===== config.mk =====
export PLATFORM = sky130hd
export DESIGN_NAME = pc_fetch
export DESIGN_NICKNAME = d
export VERILOG_FILES = /design/src/rtl/pc_fetch.sv
export SDC_FILE = /design/constraint.sdc
export NUM_CORES = 1
export LEC_CHECK = 0
export ABC_AREA = 1
export BUFFER_PORTS_ARGS = -buffer_cell sky130_fd_sc_hd__buf_2
export CELL_PAD_IN_SITES_DETAIL_PLACEMENT = 0
export CELL_PAD_IN_SITES_GLOBAL_PLACEMENT = 1
export CORE_ASPECT_RATIO = 1.2
export CORE_MARGIN = 1
export CORE_UTILIZATION = 35
export DETAILED_ROUTE_END_ITERATION = 10
export PLACE_DENSITY_LB_ADDON = 0.15
export SLEW_MARGIN = 20
export SYNTH_ARGS = -nofsm -noshare
export SYNTH_HDL_FRONTEND = slang
export SYNTH_SLANG_ARGS = --single-unit

===== constraint.sdc =====
create_clock -name CLK -period 3.66 [get_ports CLK]
set_input_delay 0.183 -clock CLK [delete_from_list [all_inputs] [get_ports CLK]]
set_output_delay 0.183 -clock CLK [all_outputs]
set_load 0.01 [all_outputs]

===== src/rtl/pc_fetch.sv =====
// Fetch stage: owns the program counter, drives instruction memory, and
// hands latched instruction words to decode over a valid/ready handshake.
// Branch, jump and jump-register redirects squash one fetched word, and a
// halt opcode stops fetching until reset.
module pc_fetch #(
  parameter logic [31:0] RESET_PC = 32'h0000_0000,
  parameter logic [5:0]  HALT_OP  = 6'b111111
) (
  input  logic        CLK,
  input  logic        Reset,
  input  logic        PCWre,
  input  logic [1:0]  PCSrc,
  input  logic [31:0] immExt,
  input  logic [25:0] jTarget,
  input  logic [31:0] rsData,
  input  logic [31:0] IDataIn,
  input  logic        decReady,
  output logic [31:0] IAddr,
  output logic        RW,
  output logic [31:0] IR,
  output logic [31:0] PC4,
  output logic        irValid,
  output logic        halted
);

  typedef enum logic [0:0] {
    ST_RUN  = 1'b0,
    ST_HALT = 1'b1
  } state_t;

  state_t      state_r, state_nxt_s;
  logic [31:0] pc_r, pc_nxt_s;
  logic [31:0] ir_r, ir_nxt_s;
  logic [31:0] pc4_r, pc4_nxt_s;
  logic        valid_r, valid_nxt_s;
  logic        halted_r, halted_nxt_s;

  logic        fire_s;
  logic        redirect_s;
  logic        load_s;
  logic [31:0] target_s;
  logic [31:0] seq_pc_s;

  // Redirect target relative to the consumed instruction's PC+4 (all mod 2^32).
  function automatic logic [31:0] redirect_target(
    input logic [1:0]  sel,
    input logic [31:0] pc4,
    input logic [31:0] imm,
    input logic [25:0] jt,
    input logic [31:0] rs
  );
    logic [31:0] t;
    case (sel)
      2'b01:   t = pc4 + (imm << 2);
      2'b10:   t = {pc4[31:28], jt, 2'b00};
      2'b11:   t = rs & 32'hFFFF_FFFC;
      default: t = pc4;
    endcase
    return t;
  endfunction

  // Handshake and control decisions for the current cycle.
  always_comb begin
    fire_s     = valid_r && decReady;
    redirect_s = fire_s && (PCSrc != 2'b00) && (state_r == ST_RUN);
    load_s     = (state_r == ST_RUN) && PCWre && (!valid_r || decReady) && !redirect_s;
    target_s   = redirect_target(PCSrc, pc4_r, immExt, jTarget, rsData);
    seq_pc_s   = pc_r + 32'd4;
  end

  // Next-state selection: redirect > load > fire-only > hold.
  always_comb begin
    state_nxt_s  = state_r;
    pc_nxt_s     = pc_r;
    ir_nxt_s     = ir_r;
    pc4_nxt_s    = pc4_r;
    valid_nxt_s  = valid_r;
    halted_nxt_s = halted_r;
    if (redirect_s) begin
      // The word fetched this cycle is dropped: exactly one bubble.
      pc_nxt_s    = target_s;
      valid_nxt_s = 1'b0;
    end else if (load_s) begin
      ir_nxt_s    = IDataIn;
      pc4_nxt_s   = seq_pc_s;
      pc_nxt_s    = seq_pc_s;
      valid_nxt_s = 1'b1;
      if (IDataIn[31:26] == HALT_OP) begin
        // Halt word is still delivered; fetching stops from the next cycle.
        state_nxt_s  = ST_HALT;
        halted_nxt_s = 1'b1;
      end else begin
        state_nxt_s  = state_r;
      end
    end else if (fire_s) begin
      valid_nxt_s = 1'b0;
    end else begin
      valid_nxt_s = valid_r;
    end
  end

  // State register with synchronous active-low reset.
  always_ff @(posedge CLK) begin
    if (!Reset) begin
      state_r  <= ST_RUN;
      pc_r     <= RESET_PC;
      ir_r     <= 32'h0000_0000;
      pc4_r    <= 32'h0000_0000;
      valid_r  <= 1'b0;
      halted_r <= 1'b0;
    end else begin
      state_r  <= state_nxt_s;
      pc_r     <= pc_nxt_s;
      ir_r     <= ir_nxt_s;
      pc4_r    <= pc4_nxt_s;
      valid_r  <= valid_nxt_s;
      halted_r <= halted_nxt_s;
    end
  end

  assign IAddr   = pc_r;
  assign RW      = Reset && (state_r == ST_RUN);
  assign IR      = ir_r;
  assign PC4     = pc4_r;
  assign irValid = valid_r;
  assign halted  = halted_r;

endmodule


==> impl_metrics.tcl, run 1 <==
set metrics [dict create \
    status "finished clean" \
    dieArea_um2 20450 \
    post-route-period-util 0.6933 \
    cap_violations 0 \
    post_cts_buffers 0 \
    synth_mux_area_frac 0 \
    final_nets 1530 \
    path_class "reg -> reg" \
    tritoncts "done" \
    synth_top_family_by_area "simple AND/OR/NAND/NOR gates" \
    cp-start-kind "flip-flop" \
    antenna_found_initial 0 \
    endpoint_kind "flip-flop" \
    crit_fanout 4 \
    syn_area_um2 6959 \
    synth_cell_types 37 \
    die_width_um 130.7 \
    dr.pass1.iters 5 \
    dp_hpwl_um 20770 \
    clk_pin_slew_ns 0.07 \
    p_int_mw 1.968 \
    min_period_ns 2.538 \
    power.switching_mw 0.8278 \
    cts_hold_buf 0 \
    final-hold-violation-count 0 \
    coreArea_um2 19550 \
    wl_per_cell_um 15.97 \
    grt.overflow.total 0 \
    vias 8062 \
    cts_buffers 9 \
    power.share.combinational 0.201 \
    setup_ws_ns 1.122 \
    detail-route-antenna-nets 0 \
    crit_required_ns 3.87 \
    ys_dominant_reg_cell "dfxtp_1" \
    synth_edf_count 0 \
    setup_tns_ns 0 \
    viasPerCell 4.925 \
    fin_skew_ns 0.006806 \
    synth_fa_ha_area_frac 0.05681 \
    drive_above_1_share 0.1919 \
    p_seq_frac 0.420 \
    async_reset_ff_frac 0 \
    drt_iter0_drc 572 \
    tightest_slew_ns 0.7716 \
    htree_levels 3 \
    grt_pass1_wl_um 40000 \
    synthSimpleGateAreaFrac 0.3768 \
    relSlewSlack 0.4850 \
    gr-usage-all-layers 0.2574 \
    final_cell_mix "377 x nand2_1, 222 x buf_2, 139 x nor2_1" \
    clock_sinks 98 \
    syn_inst 1172 \
    dp_cells 1621 \
    wl_um 26150 \
    cts_resized 0 \
    initial_core_util 0.3560 \
    layout.cells.non_filler 1637 \
    leakage_nw 4.368 \
    p_clk_frac 0.380 \
    yosysWarnings 0 \
    diodes 0 \
    port_buffers 222 \
    post-route-drc-count 0 \
    clockBufferDepth 2 \
    ys_ff_latch 98 \
    avgSynthCellArea_um2 5.938 \
    clock_latency_ns 0.34 \
    rows 56 \
    grt_max_degree 60 \
    synth_top_cell_by_area "dfxtp_1" \
    max_freq_mhz 394.1 \
    syn_nets 1331 \
    final-max-slew-violation-count 0 \
    switching_share 0.2960 \
    setup_viol 0 \
    vdd_drop_max_mv 0.2986 \
    min_path_type "in -> reg" \
    yosysSeqAreaShare 0.2819 \
    io_pins 227 \
    area_growth_pct 23.84 \
    grt_pass1_vias 7606 \
    p_per_area_nw_per_um2 324.5 \
    gp_congestion 0.9052 \
    rsz0062_at_grt "no" \
    die_h_um 156.5 \
    dp_slack_ns 1.206 \
    synth.area.top_cells "dfxtp_1 28%, nand2_1 20%, nor2_1 7.5%, a21oi_1 7.4%, inv_1 6.9%" \
    synthXorXnorAreaFrac 0.01888 \
    final_common_cell "nand2_1" \
    cp.arrival_ns 2.75 \
    utilization 0.4409 \
    root_buffer "clkbuf_16" \
    yosys.area.top_type_share 0.2819 \
    synth_compound_area_frac 0.1667 \
]
final cells by class:
class                   instances  area, um2
fillers                      2181      10930
multi-input cells             898       4309
clock inverters                 5      85.08
flip-flops and latches         98       1962
repair buffers                229       1176
well taps                     261      326.6
clock buffers                  11      252.7
inverters                     135      506.7
sequential cells by signal, indices dropped and copies added, names as in the netlist:
name     cells
IAddr       32
irValid      1
IR          32
halted       1
PC4         32
per-stage QoR:
step                      cell area (um2)  hold slack, ns  power [mW]
after floorplan                      6959          0.3179       1.517
after global placement               8280          0.4044       1.758
after detailed placement             8280          0.4107       1.757
after CTS                            8618         0.04638       2.822
after global routing                 8618         0.05026       2.934
final                                8618         0.05965       2.796
power by group through the flow:
stage | sequential [mW] | combinational, mW | clock [mW]
detailed placement | 1.20 | 0.561 | 0
finish | 1.17 | 0.561 | 1.06
global route | 1.18 | 0.628 | 1.13
global placement | 1.20 | 0.562 | 0
floorplan | 1.21 | 0.305 | 0
CTS | 1.17 | 0.564 | 1.08
synthesized netlist by cell type (2+ instances only):
| master | instances |
|---|---|
| nand2_1 | 377 |
| nor2_1 | 139 |
| inv_1 | 128 |
| a21oi_1 | 103 |
| dfxtp_1 | 98 |
| o21ai_0 | 83 |
| nand3_1 | 70 |
| ha_1 | 30 |
| clkbuf_1 | 18 |
| buf_2 | 16 |
| nor3_1 | 14 |
| a22oi_1 | 12 |
| a31oi_1 | 11 |
| nand4_1 | 11 |
| xor2_1 | 8 |
| xnor2_1 | 7 |
| buf_1 | 5 |
| inv_2 | 5 |
| nand3b_1 | 5 |
| o21bai_1 | 4 |
| or2_2 | 4 |
| o21ai_1 | 3 |
| a221oi_1 | 2 |
| and2_1 | 2 |
| buf_4 | 2 |
| clkinv_1 | 2 |
| nor2_4 | 2 |
| nor3_2 | 2 |
final timing paths:
check / startpoint / endpoint / slack [ns] / depth (start not counted)
setup / recovery: PC4[2] / IAddr[14] / 1.12 / 13
hold / removal: IDataIn[1] / IR[1] / 0.06 / 3
setup reg to reg: PC4[2] / IAddr[14] / 1.12 / 13
hold reg to reg: IR[30] / IR[30] / 0.47 / 2
critical path: stages, from the launching register on:
cell and delay [ns]:
dfxtp_1 0.40, ha_1 0.25, inv_1 0.07, fa_1 0.36
inv_1 0.12, nand3_1 0.09, nand3_1 0.18, nand3_1 0.10
nand3_1 0.22, a21oi_1 0.10, o21ai_0 0.08, nand3_1 0.20
a21oi_1 0.18, nor2_1 0.05
cells by family after synthesis:
logic type               after synthesis
XOR/XNOR                              15
buffers and inverters                176
AO/OA/AOI/OAI                        219
AND/OR/NAND/NOR                      633
flip-flops                            98
adder cells (fa/ha/maj)               31
layer usage:
layer / vias up / global-route usage / wire length (um)
li1: 4179 / - / -
met1: 3642 / 0.3310 / 11660
met2: 219 / 0.4419 / 12690
met3: 22 / 0.03829 / 1308
met4: 0 / 0.07061 / 491
met5: - / 0 / 0
Note: power is estimated with default switching activity, not from simulation.
==> run 2: changes to the inputs <==
--- a/config.mk
+++ b/config.mk
@@ -5,7 +5,7 @@
 export SDC_FILE = /design/constraint.sdc
 export NUM_CORES = 1
 export LEC_CHECK = 0
-export ABC_AREA = 1
+export ABC_AREA = 0
 export BUFFER_PORTS_ARGS = -buffer_cell sky130_fd_sc_hd__buf_2
 export CELL_PAD_IN_SITES_DETAIL_PLACEMENT = 0
 export CELL_PAD_IN_SITES_GLOBAL_PLACEMENT = 1
==> constraint.sdc (replaced) <==
create_clock -name CLK -period 2.5 [get_ports CLK]
set_input_delay 0.125 -clock CLK [delete_from_list [all_inputs] [get_ports CLK]]
set_output_delay 0.125 -clock CLK [all_outputs]
set_load 0.01 [all_outputs]
==> impl_metrics.tcl, run 2 <==
set metrics [dict create \
    dp_hpwl_um 18210 \
    area_growth_pct 33.25 \
    post-route-drc-count 0 \
    root_buffer "clkbuf_16" \
    vdd_drop_max_mv 0.3201 \
    finalInstanceArea_um2 8946 \
    grt_max_degree 87 \
    syn_area_um2 6714 \
    wl_per_cell_um 17.15 \
    tightest_slew_ns 0.6786 \
    clk_pin_slew_ns 0.08 \
    synth_edf_count 0 \
    cp.arrival_ns 2.63 \
    ys_top_cells_by_count "137 x nand2_1, 113 x a21oi_1, 98 x dfxtp_1" \
    final-max-slew-violation-count 0 \
    rows 55 \
    relSlewSlack 0.5476 \
    dieArea_um2 19740 \
    fillers 2056 \
    cap_violations 0 \
    ys_ff_latch 98 \
    clock_sinks 98 \
    cp-start-kind "flip-flop" \
    async_reset_ff_frac 0 \
    setup_viol 0 \
    drt_iter0_drc 405 \
    path_class "reg -> reg" \
    fin_skew_ns 0.01080 \
    p_per_area_nw_per_um2 491.0 \
    yosysWarnings 0 \
    yosysMostFrequentCell "nand2_1" \
    grt_pass1_wl_um 37400 \
    yosys.area.top_type_share 0.2922 \
    cts_buffers 9 \
    synth.area.top_cells "dfxtp_1 29%, a21oi_1 8.4%, nand2_1 7.7%, ha_1 5.6%, nor2_1 4.5%" \
    detail-route-antenna-nets 0 \
    crit_required_ns 2.78 \
    min_path_type "in -> reg" \
    avgSynthCellArea_um2 7.493 \
    htree_levels 3 \
    path_cells "ha_2 > inv_1 > fa_2 > nand2b_4 > a21oi_4 > o21ai_4 > a211oi_2 > buf_4 > o2111ai_1 > and3_1 > o31ai_1" \
    viasPerCell 5.218 \
    final_common_cell "buf_2" \
    drive_above_1_share 0.2756 \
    grt_pass1_vias 6967 \
    path_delay_family "compound AO/OA/AOI/OAI gates" \
    yosysSeqAreaShare 0.2922 \
    max_freq_mhz 426.3 \
    initial_core_util 0.3561 \
    final_cell_mix "222 x buf_2, 137 x nand2_1, 109 x a21oi_1" \
    hold_ws_ns 0.01443 \
    max_stage_delay_ns 0.34 \
    synth_top_cell_by_area "dfxtp_1" \
    die_width_um 128.4 \
    status "finished clean" \
    port_buffers 222 \
    post-route-period-util 0.9382 \
    min_period_ns 2.346 \
    gp_congestion 0.8426 \
    critical_path_buf_inv_count 2 \
    wl_um 24300 \
    crit_fanout 5 \
    io_pins 227 \
    place_area_um2 8315 \
    ys_dominant_reg_cell "dfxtp_1" \
    syn_inst 896 \
    grt.overflow.total 0 \
    gr-usage-all-layers 0.2455 \
    clockBufferDepth 2 \
    die_h_um 153.7 \
    vias 7394 \
    endpoint_kind "flip-flop" \
    tritoncts "done" \
    leakage_nw 4.003 \
    dr.pass1.iters 5 \
    coreArea_um2 18860 \
    cp_slowest_cell "dfxtp_1" \
    layout.cells.non_filler 1417 \
    final_nets 1315 \
    clock_latency_ns 0.37 \
    synth_cell_types 73 \
    syn_nets 1055 \
    final-hold-violation-count 0 \
    antenna_found_initial 0 \
    dp_cells 1373 \
    rsz0062_at_grt "no" \
    diodes 0 \
]
==> run 2: cell count changes in the layout (fill, tap and decap cells not counted), sizes merged, moves of 19 or more <==
cell         delta
nand2         -241
inv           -110
nor2           -62
nand3          -56
buf            +45
a211oi         +34
dlygate4sd3    +28
mux2i          +28
o21ai          -24
xnor2          +19
==> run 2: power by group <==
group          switching (mW)  leakage, nW  internal [mW]
clock                   0.721        0.143          0.697
sequential             0.0824        0.803           1.66
combinational           0.708         3.06          0.528
total                    1.51         4.00           2.88
==> run 2: routing by layer <==
| layer | vias up | wire, um | global-route usage |
|---|---|---|---|
| met5 | - | 0 | 0 |
| met4 | 0 | 435 | 0.06835 |
| met3 | 21 | 1402 | 0.04558 |
| met2 | 217 | 12050 | 0.4335 |
| met1 | 3403 | 10420 | 0.3006 |
| li1 | 3753 | - | - |
==> run 2: per-stage QoR <==
step | power [mW] | utilization | setup slack [ns] | setup TNS [ns]
after floorplan | 2.492 | - | 0.04988 | 0
after global placement | 2.957 | 0.4410 | -0.002710 | -0.004340
after detailed placement | 2.959 | 0.4410 | -0.09970 | -0.1938
after CTS | 4.433 | 0.4725 | -0.002746 | -0.002746
after global routing | 4.625 | 0.4745 | 0.01364 | 0
final | 4.393 | 0.4745 | 0.1545 | 0
==> run 2: worst reg2reg max path, cell delays in order, from the launching register on <==
cell and delay (ns):
dfxtp_1 0.34, ha_2 0.19, inv_1 0.05, fa_2 0.34, nand2b_4 0.16, a21oi_4 0.19
o21ai_4 0.11, a211oi_2 0.23, buf_4 0.15, o2111ai_1 0.12, and3_1 0.21, o31ai_1 0.17
==> run 2: area by class of cell <==
cell class	instances	area, um2	area share
clock buffers	9	225.2	0.02517
clock inverters	7	60.06	0.006713
inverters	20	75.07	0.008392
multi-input cells	725	4496	0.5025
flip-flops and latches	98	1963	0.2194
well taps	256	320.3	0.03580
repair buffers	302	1807	0.2020
==> run 2: timing repair <==
item                                    CTS  global route
hold buffers                             28             0
gates resized for setup                   5             9
endpoints found under the hold margin    28             0
endpoints found under the setup margin    2             6
buffers inserted                          0             0
pin swaps                                 1             5
==> run 2: final timing paths <==
| path | start | cells after the start | to | slack, ns |
|---|---|---|---|---|
| worst max-delay path | PC4[2] | 11 | IAddr[28] | 0.15 |
| worst min-delay path | IDataIn[29] | 3 | IR[29] | 0.01 |
| worst max register to register | PC4[2] | 11 | IAddr[28] | 0.15 |
| worst min register to register | IR[20] | 2 | IR[20] | 0.45 |
==> run 2: logic make-up (layout without fill, tap and decap cells) <==
kind of cell / Yosys count / after routing / synth area share
and+or+nand+nor: 326 / 326 / 0.2274
AOI/OAI and AO/OA: 296 / 296 / 0.2732
DFF: 98 / 98 / 0.2922
buffers and inverters: 73 / 338 / 0.04845
xor gates and xnor gates: 42 / 42 / 0.05479
adders and majority gates: 31 / 31 / 0.05889
muxes: 30 / 30 / 0.04510
==> run 3: changes to the inputs <==
--- a/config.mk
+++ b/config.mk
@@ -14,6 +14,7 @@
 export CORE_UTILIZATION = 35
 export DETAILED_ROUTE_END_ITERATION = 10
 export PLACE_DENSITY_LB_ADDON = 0.15
+export RECOVER_POWER = 25
 export SLEW_MARGIN = 20
 export SYNTH_ARGS = -nofsm -noshare
 export SYNTH_HDL_FRONTEND = slang
==> impl_metrics.tcl, run 3 (synthesis gave the netlist of run 2 again) <==
set metrics [dict create \
    io_pins 227 \
    cap_violations 0 \
    min_path_type "in -> reg" \
    initial_core_util 0.3561 \
    coreArea_um2 18860 \
    grt_max_degree 87 \
    post_cts_buffers 0 \
    grt_pass1_wl_um 37400 \
    leakage_nw 3.811 \
    endpoint_kind "flip-flop" \
    antenna_found_initial 0 \
    detail-route-antenna-nets 0 \
    dp_hpwl_um 18210 \
    rsz0062_at_grt "no" \
    critical_path_buf_inv_count 1 \
    grt.overflow.total 0 \
    utilization 0.4713 \
    drive_above_1_share 0.2343 \
    drt_iter0_drc 386 \
    dieArea_um2 19740 \
    tritoncts "done" \
    wl_per_cell_um 17.13 \
    gr-usage-all-layers 0.2455 \
    cts_buffers 9 \
    root_buffer "clkbuf_16" \
    max_freq_mhz 426.7 \
    fillers 2081 \
    area_growth_pct 32.35 \
    relSlewSlack 0.5444 \
    clockBufferDepth 2 \
    cp.arrival_ns 2.59 \
    post-route-period-util 0.9375 \
    path_cells "ha_1 > a21o_1 > a211o_1 > o21ai_4 > a211oi_2 > buf_4 > nor4_1 > xnor2_1 > o211ai_1" \
    clk_pin_slew_ns 0.08 \
    vdd_drop_max_mv 0.3190 \
    diodes 0 \
    rows 55 \
    die_h_um 153.7 \
    setup_tns_ns 0 \
    finalInstanceArea_um2 8886 \
    tightest_slew_ns 0.6834 \
    wl_um 24270 \
    post-route-drc-count 0 \
    setup_viol 0 \
    cp-start-kind "flip-flop" \
    vias 7416 \
    final-max-slew-violation-count 0 \
    path_class "reg -> reg" \
    status "finished clean" \
    cp_slowest_cell "dfxtp_1" \
    final_cell_mix "174 x buf_2, 137 x nand2_1, 109 x a21oi_1" \
    dr.pass1.iters 5 \
    crit_required_ns 2.75 \
    path_delay_family "compound AO/OA/AOI/OAI gates" \
    clock_latency_ns 0.36 \
    viasPerCell 5.234 \
    htree_levels 3 \
    p_per_area_nw_per_um2 493.4 \
    place_area_um2 8315 \
    final-hold-violation-count 0 \
    crit_fanout 5 \
    grt_pass1_vias 6967 \
    die_width_um 128.4 \
    clock_sinks 98 \
    final_common_cell "buf_2" \
    max_stage_delay_ns 0.38 \
    final_nets 1315 \
    gp_congestion 0.8426 \
    fin_skew_ns 0.009794 \
    min_period_ns 2.344 \
    total_power_mw 4.385 \
    port_buffers 222 \
]
-- run 3: cell count changes in the layout (fill, tap and decap cells not counted), sizes merged --
cell | before | now
clkbuf | 9 | 57
buf | 274 | 226
-- run 3: what timing repair did --
| action | CTS | global route |
|---|---|---|
| hold buffers | 28 | 0 |
| gates resized for setup | 5 | 9 |
| endpoints found under the setup margin | 2 | 6 |
| hold endpoints to repair | 28 | 0 |
| pin swaps | 1 | 5 |
-- run 3: metrics by stage --
stage / std cells / hold WS, ns / setup slack, ns
finish: 1417 / 0.01293 / 0.1562
global route: 1417 / 0.01716 / 0.01098
CTS: 1417 / 0.003392 / -0.002746
detailed placement: 1373 / 0.3698 / -0.09970
global placement: 1373 / 0.3660 / -0.002710
floorplan: 896 / 0.2610 / 0.04988
-- run 3: final timing paths --
| check | cells past startpoint | slack (ns) | to | from |
|---|---|---|---|---|
| max | 9 | 0.16 | IAddr[24] | PC4[7] |
| min | 3 | 0.01 | IR[29] | IDataIn[29] |
| max reg2reg | 9 | 0.16 | IAddr[24] | PC4[7] |
| min reg2reg | 2 | 0.46 | IR[10] | IR[10] |
-- run 3: tightest hold or removal path, delay by kind of cell --
family,cells,cell delay [ns]
buffers and inverters,1,0.10
and+or+nand+nor,1,0.05
AOI/OAI and AO/OA,1,0.05
-- run 3: cell type report --
class	instances	area, um2	share of cell area
clock buffers	9	225.2	0.02534
clock inverters	7	60.06	0.006759
inverters	20	75.07	0.008448
multi-input cells	725	4496	0.5059
flip-flops and latches	98	1963	0.2209
well taps	256	320.3	0.03605
repair buffers	302	1747	0.1966
-- run 3: where the power goes --
group          leakage [nW]  switching (mW)  internal, mW
sequential            0.803          0.0837          1.66
clock                 0.143           0.725         0.697
combinational          2.87           0.707         0.515
total                  3.81            1.52          2.87
-- run 3: metal layers --
layer | part of all wire | vias to the layer above | wire length [um] | track usage
met4 | 0.018 | 0 | 433 | 0.06835
met2 | 0.50 | 223 | 12050 | 0.4335
met3 | 0.056 | 21 | 1362 | 0.04558
met1 | 0.43 | 3411 | 10430 | 0.3006
li1 | - | 3761 | - | -
met5 | 0 | - | 0 | 0
